`src/rtl/asteroids_pkg.sv`:
```
// Shared types and helpers for the asteroids game slice: collision FSM states,
// BCD digit type and a popcount helper.
package asteroids_pkg;

    localparam int T_NUM_DEFAULT = 4;

    typedef enum logic [1:0] {
        WAIT_FRAME,
        ACCUM,
        REPORT
    } coll_state_t;

    typedef logic [3:0] bcd_digit_t;

    function automatic int popcount(input logic [31:0] v);
        int n;
        n = 0;
        for (int i = 0; i < 32; i++) begin
            n = n + (v[i] ? 1 : 0);
        end
        return n;
    endfunction

endpackage

```
`src/rtl/bin2bcd8.sv`:
```
// Combinational double-dabble: 7-bit binary (0..99) to two BCD digits.
module bin2bcd8
    import asteroids_pkg::*;
(
    input  logic [6:0] bin,
    output bcd_digit_t tens,
    output bcd_digit_t ones
);

    logic [14:0] sr;

    always_comb begin
        sr = {8'd0, bin};
        for (int i = 0; i < 7; i++) begin
            if (sr[10:7] >= 4'd5) sr[10:7] = sr[10:7] + 4'd3;
            if (sr[14:11] >= 4'd5) sr[14:11] = sr[14:11] + 4'd3;
            sr = sr << 1;
        end
    end

    assign tens = sr[14:11];
    assign ones = sr[10:7];

endmodule

```
`src/rtl/collision_tracker.sv`:
```
// Frame-coherent collision detector: accumulates ship/torpedo overlaps per frame
// and emits registered one-cycle events after each frame_start. Optional
// statistics counters are built when COLLISION_STATS_EN is defined.
module collision_tracker
    import asteroids_pkg::*;
#(
    parameter int T_NUM          = T_NUM_DEFAULT,
    parameter int MIN_OVERLAP    = 4,
    parameter int GRACE_FRAMES   = 120,
    parameter int POINTS_PER_HIT = 10
) (
    input  logic             clk_25,
    input  logic             resetN,
    input  logic             frame_start,
    input  logic             game_over,
    input  logic             draw_ship,
    input  logic             draw_asteroid,
    input  logic [T_NUM-1:0] draw_torpedo,
    output logic             ship_hit,
    output logic [T_NUM-1:0] torpedo_hit,
    output logic             score_add,
    output logic [7:0]       score_sum,
    output logic             invulnerable,
    output logic [15:0]      ships_lost,
    output logic [15:0]      asteroids_killed
);

    if (T_NUM * POINTS_PER_HIT > 99) begin : g_points_check
        $error("collision_tracker: T_NUM*POINTS_PER_HIT exceeds two BCD digits");
    end

    coll_state_t      state;
    logic [7:0]       ovl_cnt;
    logic [T_NUM-1:0] torp_sticky;
    logic [7:0]       grace_cnt;
    logic [7:0]       grace_next;

    logic             ship_ovl;
    logic [T_NUM-1:0] torp_ovl;
    logic             capture;
    logic             ship_fire;
    logic [T_NUM-1:0] torp_fire;
    logic [6:0]       hit_pts;
    bcd_digit_t       pts_tens;
    bcd_digit_t       pts_ones;

    assign ship_ovl  = draw_ship & draw_asteroid & ~invulnerable;
    assign torp_ovl  = draw_torpedo & {T_NUM{draw_asteroid}};
    assign capture   = (state == ACCUM) & frame_start;
    assign ship_fire = (ovl_cnt >= 8'(MIN_OVERLAP)) & ~game_over & ~invulnerable;
    assign torp_fire = torp_sticky & {T_NUM{~game_over}};
    assign hit_pts   = 7'(popcount(32'(torp_fire)) * POINTS_PER_HIT);

    bin2bcd8 u_bin2bcd8 (
        .bin  (hit_pts),
        .tens (pts_tens),
        .ones (pts_ones)
    );

    // A fresh load after a reported ship hit wins over the per-frame decrement.
    always_comb begin
        grace_next = grace_cnt;
        if (ship_hit) begin
            grace_next = 8'(GRACE_FRAMES);
        end else if (frame_start && grace_cnt != 8'd0) begin
            grace_next = grace_cnt - 8'd1;
        end
    end

    always_ff @(posedge clk_25 or negedge resetN) begin
        if (!resetN) begin
            state        <= WAIT_FRAME;
            ovl_cnt      <= 8'd0;
            torp_sticky  <= '0;
            grace_cnt    <= 8'd0;
            invulnerable <= 1'b0;
            ship_hit     <= 1'b0;
            torpedo_hit  <= '0;
            score_add    <= 1'b0;
            score_sum    <= 8'd0;
        end else begin
            case (state)
                WAIT_FRAME: if (frame_start) state <= ACCUM;
                ACCUM:      if (frame_start) state <= REPORT;
                REPORT:     state <= ACCUM;
                default:    state <= WAIT_FRAME;
            endcase

            // The overlap seen on the boundary cycle opens the new frame's tally.
            if (state == WAIT_FRAME && !frame_start) begin
                ovl_cnt     <= 8'd0;
                torp_sticky <= '0;
            end else if (capture || state == WAIT_FRAME) begin
                ovl_cnt     <= {7'd0, ship_ovl};
                torp_sticky <= torp_ovl;
            end else begin
                if (ship_ovl && ovl_cnt != 8'hFF) ovl_cnt <= ovl_cnt + 8'd1;
                torp_sticky <= torp_sticky | torp_ovl;
            end

            ship_hit    <= capture & ship_fire;
            torpedo_hit <= capture ? torp_fire : '0;
            score_add   <= capture & (|torp_fire);
            score_sum   <= (capture && (|torp_fire)) ? {pts_tens, pts_ones} : 8'd0;

            grace_cnt    <= grace_next;
            invulnerable <= (grace_next != 8'd0);
        end
    end

`ifdef COLLISION_STATS_EN
    logic [16:0] killed_sum;

    assign killed_sum = {1'b0, asteroids_killed} + 17'(popcount(32'(torpedo_hit)));

    always_ff @(posedge clk_25 or negedge resetN) begin
        if (!resetN) begin
            ships_lost       <= 16'd0;
            asteroids_killed <= 16'd0;
        end else begin
            if (ship_hit && ships_lost != 16'hFFFF) ships_lost <= ships_lost + 16'd1;
            if (state == REPORT) begin
                asteroids_killed <= killed_sum[16] ? 16'hFFFF : killed_sum[15:0];
            end
        end
    end
`else
    assign ships_lost       = 16'd0;
    assign asteroids_killed = 16'd0;
`endif

endmodule

```
`config.mk`:
```
export PLATFORM = sky130hd
export DESIGN_NAME = collision_tracker
export DESIGN_NICKNAME = d
export VERILOG_FILES = /design/src/rtl/asteroids_pkg.sv /design/src/rtl/bin2bcd8.sv /design/src/rtl/collision_tracker.sv
export SDC_FILE = /design/constraint.sdc
export NUM_CORES = 1
export LEC_CHECK = 0
export BUFFER_PORTS_ARGS = -buffer_cell sky130_fd_sc_hd__buf_2
export CELL_PAD_IN_SITES_DETAIL_PLACEMENT = 1
export CELL_PAD_IN_SITES_GLOBAL_PLACEMENT = 1
export CORE_ASPECT_RATIO = 1.1
export CORE_MARGIN = 3
export CORE_UTILIZATION = 43
export DETAILED_ROUTE_END_ITERATION = 12
export PLACE_DENSITY_LB_ADDON = 0.05
export SETUP_SLACK_MARGIN = 0.3
export SLEW_MARGIN = 10
export SYNTH_ARGS = -nofsm -noshare
export SYNTH_HDL_FRONTEND = slang
export SYNTH_HIERARCHICAL = 1
export SYNTH_SLANG_ARGS = --single-unit
```
`constraint.sdc`:
```
create_clock -name clk_25 -period 8.8 [get_ports clk_25]
set_input_delay 0.44 -clock clk_25 [delete_from_list [all_inputs] [get_ports clk_25]]
set_output_delay 0.44 -clock clk_25 [all_outputs]
set_load 0.02 [all_outputs]
```
# Yosys cells after proc, flatten, opt, wreduce, memory -nomap -nowiden
# Cells that the tools add are included.
# totals
register_bits,37
inputBits,10
elab_cells,94
# op_classes
addsub,16
multipliers,1
magnitude_cmp,12
n_eq_ne,5
muxes,27
bitwise_logic,12
reduce_logical,12
# ops
op,n
8-bit 2-to-1 mux,6
"4-bit by 3-bit >= comparator with 1-bit output, second input constant",9
4-bit 2-to-1 mux,8
"4-bit by 2-bit adder with 4-bit output, second input constant",5
3-bit 2-to-1 mux,6
8-bit nonzero test,2
"3-bit by 2-bit adder with 3-bit output, second input constant",4
"8-bit by 1-bit adder with 8-bit output, second input constant",1
4-bit AND,2
"8-bit by 3-bit >= comparator with 1-bit output, second input constant",1
"8-bit inequality test, second input constant",1
"8-bit by 1-bit subtractor with 8-bit output, second input constant",1
1-bit AND,7
"4-bit by 3-bit multiplier with 6-bit output, second input constant",1
2-bit case mux with 3 select lines,1
3-bit by 1-bit adder with 4-bit output,1
1-bit logical AND,4
1-bit 2-to-1 mux,4
2-bit 2-to-1 mux,2
"2-bit inequality test, second input constant",2
4-bit bitwise OR,1
4-bit OR reduction,1
"1-bit by 2-bit adder with 3-bit output, both inputs constant",1
"1-bit by 2-bit adder with 3-bit output, second input constant",1
other kinds (12),13

# Depth between registers and ports, before layout
# Gate-level depths: netlist (run 1).
# logic_depth
word_depth,20
ltp_mapped,29

# By module
# Netlist (run 1), hierarchy kept.
# by_module_without_submodules
mod,instances,cells_per_inst,area_each_um2,seq_area_each_um2
collision_tracker,1,213,2059.5,925.9
bin2bcd8,1,77,609.3,0.0

# Least setup slack after synthesis (run 1)
# No wires, ideal clock.
# synth_timing
path_type,in2reg
start,in game_over
end,reg score_sum[2]
setup_time_ps,119
arrival_time_ps,5215
t_required_ps,8681
slack_ps,3466
path_stages,26
n_path_buf,0
path_cell_list,nand2b_1 inv_1 fa_1 ha_1 ha_1 ha_1 ha_1 inv_1 ha_1 inv_1 ha_1 a21oi_2 xnor2_1 ha_1 nand2b_1 a21oi_2 xnor2_2 ha_1 nand2b_1 o32ai_1 a311oi_1 o22ai_2 mux2_4 a21o_1 a21o_1 and2_1
# synth_lines
element,line,rtl
from (decl),collision_tracker.sv:15,"input logic game_over,"
1-bit NOT *,collision_tracker.sv:51,assign torp_fire = torp_sticky & {T_NUM{~game_over}};
4-bit AND *,collision_tracker.sv:51,
1-bit 2-to-1 mux,asteroids_pkg.sv:19,n = n + (v[i] ? 1 : 0);
1-bit by 1-bit adder with 2-bit output,asteroids_pkg.sv:19,
2-bit by 1-bit adder with 3-bit output,asteroids_pkg.sv:19,
3-bit by 1-bit adder with 4-bit output *,asteroids_pkg.sv:19,
4-bit by 3-bit multiplier with 6-bit output *,collision_tracker.sv:52,assign hit_pts = 7'(popcount(32'(torp_fire)) * POINTS_PER_HIT);
net hit_pts[4],collision_tracker.sv:43,logic [6:0] hit_pts;
[... 2 more ...],n/a,
4-bit by 2-bit adder with 4-bit output / 4-bit by 3-bit >= comparator with 1-bit output (equally long branches),bin2bcd8.sv:15,if (sr[10:7] >= 4'd5) sr[10:7] = sr[10:7] + 4'd3;
4-bit 2-to-1 mux *,bin2bcd8.sv:15,
4-bit by 3-bit >= comparator with 1-bit output / 4-bit by 2-bit adder with 4-bit output (equally long branches),bin2bcd8.sv:15,
4-bit 2-to-1 mux *,bin2bcd8.sv:15,
4-bit by 2-bit adder with 4-bit output / 4-bit by 3-bit >= comparator with 1-bit output (equally long branches),bin2bcd8.sv:15,
4-bit 2-to-1 mux *,bin2bcd8.sv:15,
net pts_ones[2],collision_tracker.sv:45,bcd_digit_t pts_ones;
8-bit 2-to-1 mux *,collision_tracker.sv:104,"score_sum <= (capture && (|torp_fire)) ? {pts_tens, pts_ones} : 8'd0;"
to (signal assigned),collision_tracker.sv:104,
to (decl),collision_tracker.sv:22,"output logic [7:0] score_sum,"
# Mark *: on every way through the listed nets, which the timed path passes. The rest lies on a longest branch.
# A chain may end at the register's enable or synchronous reset.

# Worst setup path after layout (run 1)
# layout_timing
start,reg torp_sticky[0]
end,reg score_sum[4]
# layout_lines
element,line,rtl
from (decl),collision_tracker.sv:34,logic [T_NUM-1:0] torp_sticky;
from (signal assigned),collision_tracker.sv:95,torp_sticky <= torp_ovl;
from (signal assigned),collision_tracker.sv:98,torp_sticky <= torp_sticky | torp_ovl;
4-bit AND *,collision_tracker.sv:51,
1-bit 2-to-1 mux *,asteroids_pkg.sv:19,
1-bit by 1-bit adder with 2-bit output *,asteroids_pkg.sv:19,
2-bit by 1-bit adder with 3-bit output *,asteroids_pkg.sv:19,
3-bit by 1-bit adder with 4-bit output *,asteroids_pkg.sv:19,
4-bit by 3-bit multiplier with 6-bit output *,collision_tracker.sv:52,
net hit_pts[1],collision_tracker.sv:43,
4-bit by 2-bit adder with 4-bit output / 4-bit by 3-bit >= comparator with 1-bit output (equally long branches),bin2bcd8.sv:15,
4-bit 2-to-1 mux *,bin2bcd8.sv:15,
net pts_tens[0],collision_tracker.sv:44,bcd_digit_t pts_tens;
8-bit 2-to-1 mux *,collision_tracker.sv:104,
# Marks and branches as above.

==> flow_summary.yaml, run 1 <==
routing:
  drtAntennaViolNets: 0
  wirelength_um: 5861
  firstDrtPassIters: 3
  routed-via-count: 2030
  drt_iter0_markers: 70
  viasPerCell: 5.152
  post-route-drc-count: 0
  post_drt_wl_per_cell_um: 14.88
power_and_ir_drop:
  power_density_mw_per_mm2: 239.4
  p_leak_nw: 1.413
  p_switching_mw: 0.2758
  p_sw_share_pct: 40.26
  ir_drop_v: 0.0001639
  combPwrFrac_pct: 43.4
  p_seq_share_pct: 34.0
  clockPowerShare_pct: 22.6
  power.internal_mw: 0.4092
worst_hold_path:
  min_path_type: "in -> async"
timing:
  timing.fmax_ghz: 0.1712
  slew_headroom_pct: 42.77
  tightest_slew_ns: 0.8584
  period_needed_ns: 5.841
  skew_ns: 0.007771
  slew_viol_final: 0
  hold_viol: 0
  period_share_pct: 66.38
  rsz0062_at_grt: "false"
  fin_ws_ns: 2.959
  setup_viol: 0
  fin_tns_setup_ns: 0
setup_path:
  end_kind: "register"
  startpoint_type: "register"
  cp.arrival_ns: 6.02
  crit_fanout: 8
  critPathRequiredTime_ns: 8.98
  crit_type: "reg -> reg"
global_routing:
  antenna_found_initial: 0
  grt_max_degree: 38
  grt_pass1_wl_um: 9722
  grt_overflow: 0
  grt_use_total_pct: 17.48
  grt_pass1_vias: 2065
logic_synthesis:
  synth-edff-count: 0
  synth_area_leaders: "dfrtp_1 (35%), ha_1 (9.4%), buf_4 (9.3%), nor2_1 (4.9%), and2_1 (3.3%)"
  synthCells: 290
  synth_cell_types: 55
  synth_commonest_cells: "dfrtp_1 (37), nor2_1 (35), buf_4 (33)"
  synth_flop_cell: "dfrtp_1"
  synth_seq_cells: 37
  synth_top_area_cell: "dfrtp_1"
  async_reset_ff_share_pct: 100.0
  synth_seq_area_share_pct: 34.69
  avgSynthCellArea_um2: 9.203
  syn_area_mm2: 0.002669
  synth_most_common_cell: "dfrtp_1"
  yosysTopAreaCellShare_pct: 34.69
  synth_warnings: 6
outcome:
  status: "finished clean"
cts:
  cts_resized: 0
  clkTransAtPathRegs_ns: 0.08
  clockBufferDepth: 2
  htreeDepth: 2
  ctsHoldBuffers: 0
  cts_tree: "done"
  post_cts_buffers: 0
  clk_latency_ns: 0.29
  cts_buffers: 5
  cts_root_buffer: "clkbuf_8"
  cts_sinks: 37
cells_and_area:
  fin_nets: 347
  fill_cells: 723
  final_area_mm2: 0.002861
  syn2layout_area_growth_pct: 7.220
  final_layout_size_suffix_gt1_share_pct: 14.51
  post-route-util_pct: 48.68
  antenna_cells: 0
placed_design:
  gp_congestion: 0.8152
  place_ws_ns: 2.757
  place_area_mm2: 0.002741
  io_buffers: 24
  dp_hpwl_um: 4596
floorplanning:
  die_w_um: 81.12
  dieArea_mm2: 0.007189
  fp-row-count: 29
  die_y_um: 88.63
  start_util_pct: 45.40
  core-area_mm2: 0.005878
  io_pins: 57
run:
  maxCapViolCount: 0
## sequential cells by signal, summed over array words and instances, names as in the netlist
name          cells
score_sum         8
state             2
ship_hit          1
score_add         1
invulnerable      1
ovl_cnt           8
grace_cnt         8
torpedo_hit       4
torp_sticky       4
## worst max-delay path: stages, from the launching register on
cell	delay (ns)
dfrtp_1	0.38
nor2b_1	0.24
fa_1	0.43
ha_1	0.42
ha_1	0.23
ha_1	0.35
inv_1	0.17
ha_1	0.17
inv_1	0.04
ha_1	0.26
a21oi_2	0.26
xnor2_1	0.22
ha_1	0.31
nand2b_1	0.11
a21oi_2	0.18
xnor2_2	0.19
ha_1	0.20
nand2b_1	0.17
o32ai_1	0.09
a311oi_1	0.31
o22ai_2	0.16
xnor2_1	0.39
o21ai_1	0.13
xor2_1	0.15
and2_1	0.15
## metrics by stage
| step | total power, mW | cells | hold WS [ns] |
|---|---|---|---|
| after floorplan | 0.4730 | 322 | 0.1444 |
| after global placement | 0.5244 | 386 | 0.5144 |
| after detailed placement | 0.5364 | 386 | 0.5224 |
| after CTS | 0.6960 | 394 | 0.2797 |
| after global routing | 0.7492 | 394 | 0.3165 |
| final | 0.6850 | 394 | 0.2613 |
## metal layers
layer	track usage, %	vias up	share of wire, %
li1	-	981	-
met1	20.03	1016	42
met2	32.56	26	53
met3	2.240	7	2.2
met4	7.066	0	1.8
met5	0	-	0
## kinds of logic (layout without fill, tap and decap cells)
logic type	after synthesis	in the layout	synth area share (%)
adder cells (fa/ha/maj)	21	21	10.13
buffers and inverters	56	51	12.56
AO/OA/AOI/OAI	54	54	14.58
AND/OR/NAND/NOR	97	97	18.94
XOR/XNOR	17	17	5.860
multiplexers	7	7	3.094
other	1	33	0.1405
flip-flops	37	37	34.69
## power by group through the flow
stage / Clock, mW / Sequential [mW] / Combinational [mW]
6_report: 0.155 / 0.233 / 0.297
5_1_grt: 0.169 / 0.239 / 0.341
4_1_cts: 0.162 / 0.233 / 0.301
2_1_floorplan: 0 / 0.230 / 0.243
3_3_place_gp: 0 / 0.234 / 0.290
3_5_place_dp: 0 / 0.237 / 0.299
## path summary, 6_finish.rpt
path | start | endpoint | slack [ns] | cells after the start
worst max-delay path | torp_sticky[0]$_DFF_PN0_ | score_sum[4]$_DFF_PN0_ | 2.96 | 24
worst min-delay path | resetN | grace_cnt[5]$_DFF_PN0_ | 0.26 | 1
worst max register to register | torp_sticky[0]$_DFF_PN0_ | score_sum[4]$_DFF_PN0_ | 2.96 | 24
worst min register to register | torp_sticky[0]$_DFF_PN0_ | torpedo_hit[0]$_DFF_PN0_ | 0.54 | 1
max in group asynchronous | resetN | ovl_cnt[1]$_DFFE_PN0P_ | 8.00 | 1
min in group clk_25 | draw_torpedo[1] | torp_sticky[1]$_DFF_PN0_ | 0.41 | 3
## cell type report
class,instances,area (um2),area share [%]
Tap cell,77,96.34,3.367
Clock inverter,2,37.54,1.312
Multi-Input combinational cell,229,1528,53.39
Sequential cell,37,925.9,32.36
Timing Repair Buffer,24,120.1,4.198
Clock buffer,6,82.58,2.886
Inverter,19,71.32,2.492
## placed cells by master, fill, tap and decap left out, types with 10 or more instances in the layout
| cell | count |
|---|---|
| a21oi_1 | 17 |
| and2_1 | 14 |
| buf_2 | 24 |
| conb_1 | 33 |
| dfrtp_1 | 37 |
| ha_1 | 20 |
| inv_1 | 19 |
| nand2_1 | 12 |
| nor2_1 | 35 |
| xor2_1 | 10 |
(Power assumes the default switching activity.)
==> run 2: changes to the inputs <==
Settings changed: CORE_UTILIZATION 43 to 37.
Clock period 8.8 ns to 4.8 ns, I/O delays scaled along.
==> run 2 against run 1 <==
Net effect: the run now ends with negative setup slack left; register-to-register slack got worse by 3.0 ns; setup slack got worse by 3.0 ns; critical path depth increased by 6; clock skew decreased by 0.0017 ns; largest cell class unchanged; largest power group unchanged.
==> flow_summary.yaml, run 2 (same netlist as run 1, synthesis figures left out) <==
power_and_ir_drop:
  p_leak_nw: 1.588
  combPwrFrac_pct: 54.3
  power_mw: 1.442
  clockPowerShare_pct: 16.5
  p_sw_share_pct: 39.92
  p_seq_share_pct: 29.2
  p_switching_mw: 0.5755
  ir_drop_v: 0.0002238
  power.internal_mw: 0.8661
  power_density_mw_per_mm2: 432.8
placed_design:
  dp_hpwl_um: 4861
  dp_cells: 420
  place_ws_ns: -0.2158
  io_buffers: 24
  gp_congestion: 0.8287
timing:
  period_share_pct: 100.2
  tightest_slew_ns: 0.8355
  slew_headroom_pct: 44.30
  timing.fmax_ghz: 0.2079
  setup_viol: 2
  slew_viol_final: 0
  period_needed_ns: 4.809
  rsz0062_at_grt: "true"
  skew_ns: 0.006056
  hold_viol: 0
  fin_ws_ns: -0.009098
  holdWs_ns: 0.04036
setup_path:
  slowest_stage: "fa_1"
  max_stage_delay_ns: 0.52
  crit_type: "reg -> reg"
  critPathRequiredTime_ns: 4.99
  startpoint_type: "register"
  cp.arrival_ns: 4.99
  end_kind: "register"
  cpMostUsedCell: "ha_4"
  r2r_slack_ns: -0.009
  crit_fanout: 4
routing:
  firstDrtPassIters: 4
  wirelength_um: 6271
  drtAntennaViolNets: 0
  post-route-drc-count: 0
  drt_iter0_markers: 68
  post_drt_wl_per_cell_um: 14.45
  routed-via-count: 2139
  viasPerCell: 4.929
cells_and_area:
  syn2layout_area_growth_pct: 24.80
  final_layout_size_suffix_gt1_share_pct: 32.10
  post-route-util_pct: 49.07
  instances_no_fill: 434
  fin_nets: 382
  regArea_um2: 925.9
  fill_cells: 810
  mostFrequentLayoutCell: "dfrtp_1"
  final_cell_mix: "dfrtp_1 (37), buf_4 (35), nor2_1 (34)"
  multi_input_area_mm2: 0.001749
  antenna_cells: 0
  top_regs: "grace_cnt x8, ovl_cnt x8, score_sum x8"
global_routing:
  grt_pass1_vias: 2237
  grt_pass1_wl_um: 10490
  antenna_found_initial: 0
  grt_overflow: 0
  grt_use_total_pct: 16.13
  grt_max_degree: 38
cts:
  cts_buffers: 5
  cts_tree: "done"
  htreeDepth: 2
  clockBufferDepth: 2
  cts_sinks: 37
  clkTransAtPathRegs_ns: 0.08
  clk_latency_ns: 0.29
  ctsHoldBuffers: 0
  cts_root_buffer: "clkbuf_8"
run:
  maxCapViolCount: 0
outcome:
  status: "finished with violations"
  violations: "negative setup slack"
floorplanning:
  fp-row-count: 31
  die_w_um: 86.98
  start_util_pct: 39.32
  die_y_um: 95.08
  core-area_mm2: 0.006788
  dieArea_mm2: 0.008269
  io_pins: 57
worst_hold_path:
  min_path_type: "in -> async"
==> run 2: changes by cell type in the layout (fill, tap and decap cells not counted), sizes merged <==
| cell | previous run | this run |
|---|---|---|
| clkinvlp | 1 | 0 |
| buf | 24 | 59 |
| bufinv | 1 | 0 |
| clkinv | 0 | 2 |
==> run 2: worst max-delay path, delay by kind of cell (launching register included) <==
family | cells | cell delay [ns]
AND/OR/NAND/NOR | 6 | 0.74
multiplexers | 1 | 0.19
AO/OA/AOI/OAI | 4 | 0.29
buffers and inverters | 6 | 0.39
XOR/XNOR | 2 | 0.39
adder cells (fa/ha/maj) | 11 | 2.33
flip-flops | 1 | 0.38
==> run 2: routing by layer <==
layer  part of all wire [%]  track usage [%]  up-vias
li1                       -                -     1052
met2                     53            29.94       29
met1                     43            18.92     1049
met4                    1.7            5.195        0
met3                    2.7            2.247        9
met5                      0                0        -
==> run 2: power by group through the flow <==
stage / combinational, mW / clock (mW) / sequential [mW]
floorplan: 0.498 / 0 / 0.421
global placement: 0.673 / 0 / 0.426
detailed placement: 0.690 / 0 / 0.429
CTS: 0.765 / 0.244 / 0.422
global route: 0.879 / 0.259 / 0.430
finish: 0.782 / 0.238 / 0.421
==> run 2: what timing repair did <==
action                                  in CTS  in global routing
pin swaps                                   15                 16
setup buffers                                6                  0
endpoints found under the setup margin       7                  7
cloned                                       0                  0
resized for setup                           14                 12
==> run 2: worst paths after layout <==
path,from,to,depth (start not counted)
min,resetN,grace_cnt[0]$_DFF_PN0_,1
max,torp_sticky[1]$_DFF_PN0_,score_sum[6]$_DFF_PN0_,30
min in group clk_25,draw_torpedo[0],torp_sticky[0]$_DFF_PN0_,3
max in group asynchronous,resetN,score_sum[1]$_DFF_PN0_,1
max reg2reg,torp_sticky[1]$_DFF_PN0_,score_sum[6]$_DFF_PN0_,30
min reg2reg,invulnerable$_DFF_PN0_,ship_hit$_DFF_PN0_,1
==> run 2: per-stage QoR <==
stage / TNS, ns / area [um2]
floorplan: -0.02810 / 2909
global placement: -0.2443 / 3085
detailed placement: -1.069 / 3085
CTS: 0 / 3284
global route: -1.762 / 3331
finish: -0.01743 / 3331
==> run 2: cell type report <==
cell class              instances  area share (%)
clock buffers                   6           2.479
clock inverters                 2          0.4132
inverters                      19           2.216
multi-input cells             229           52.52
flip-flops and latches         37           27.80
well taps                      82           3.080
repair buffers                 59           11.50
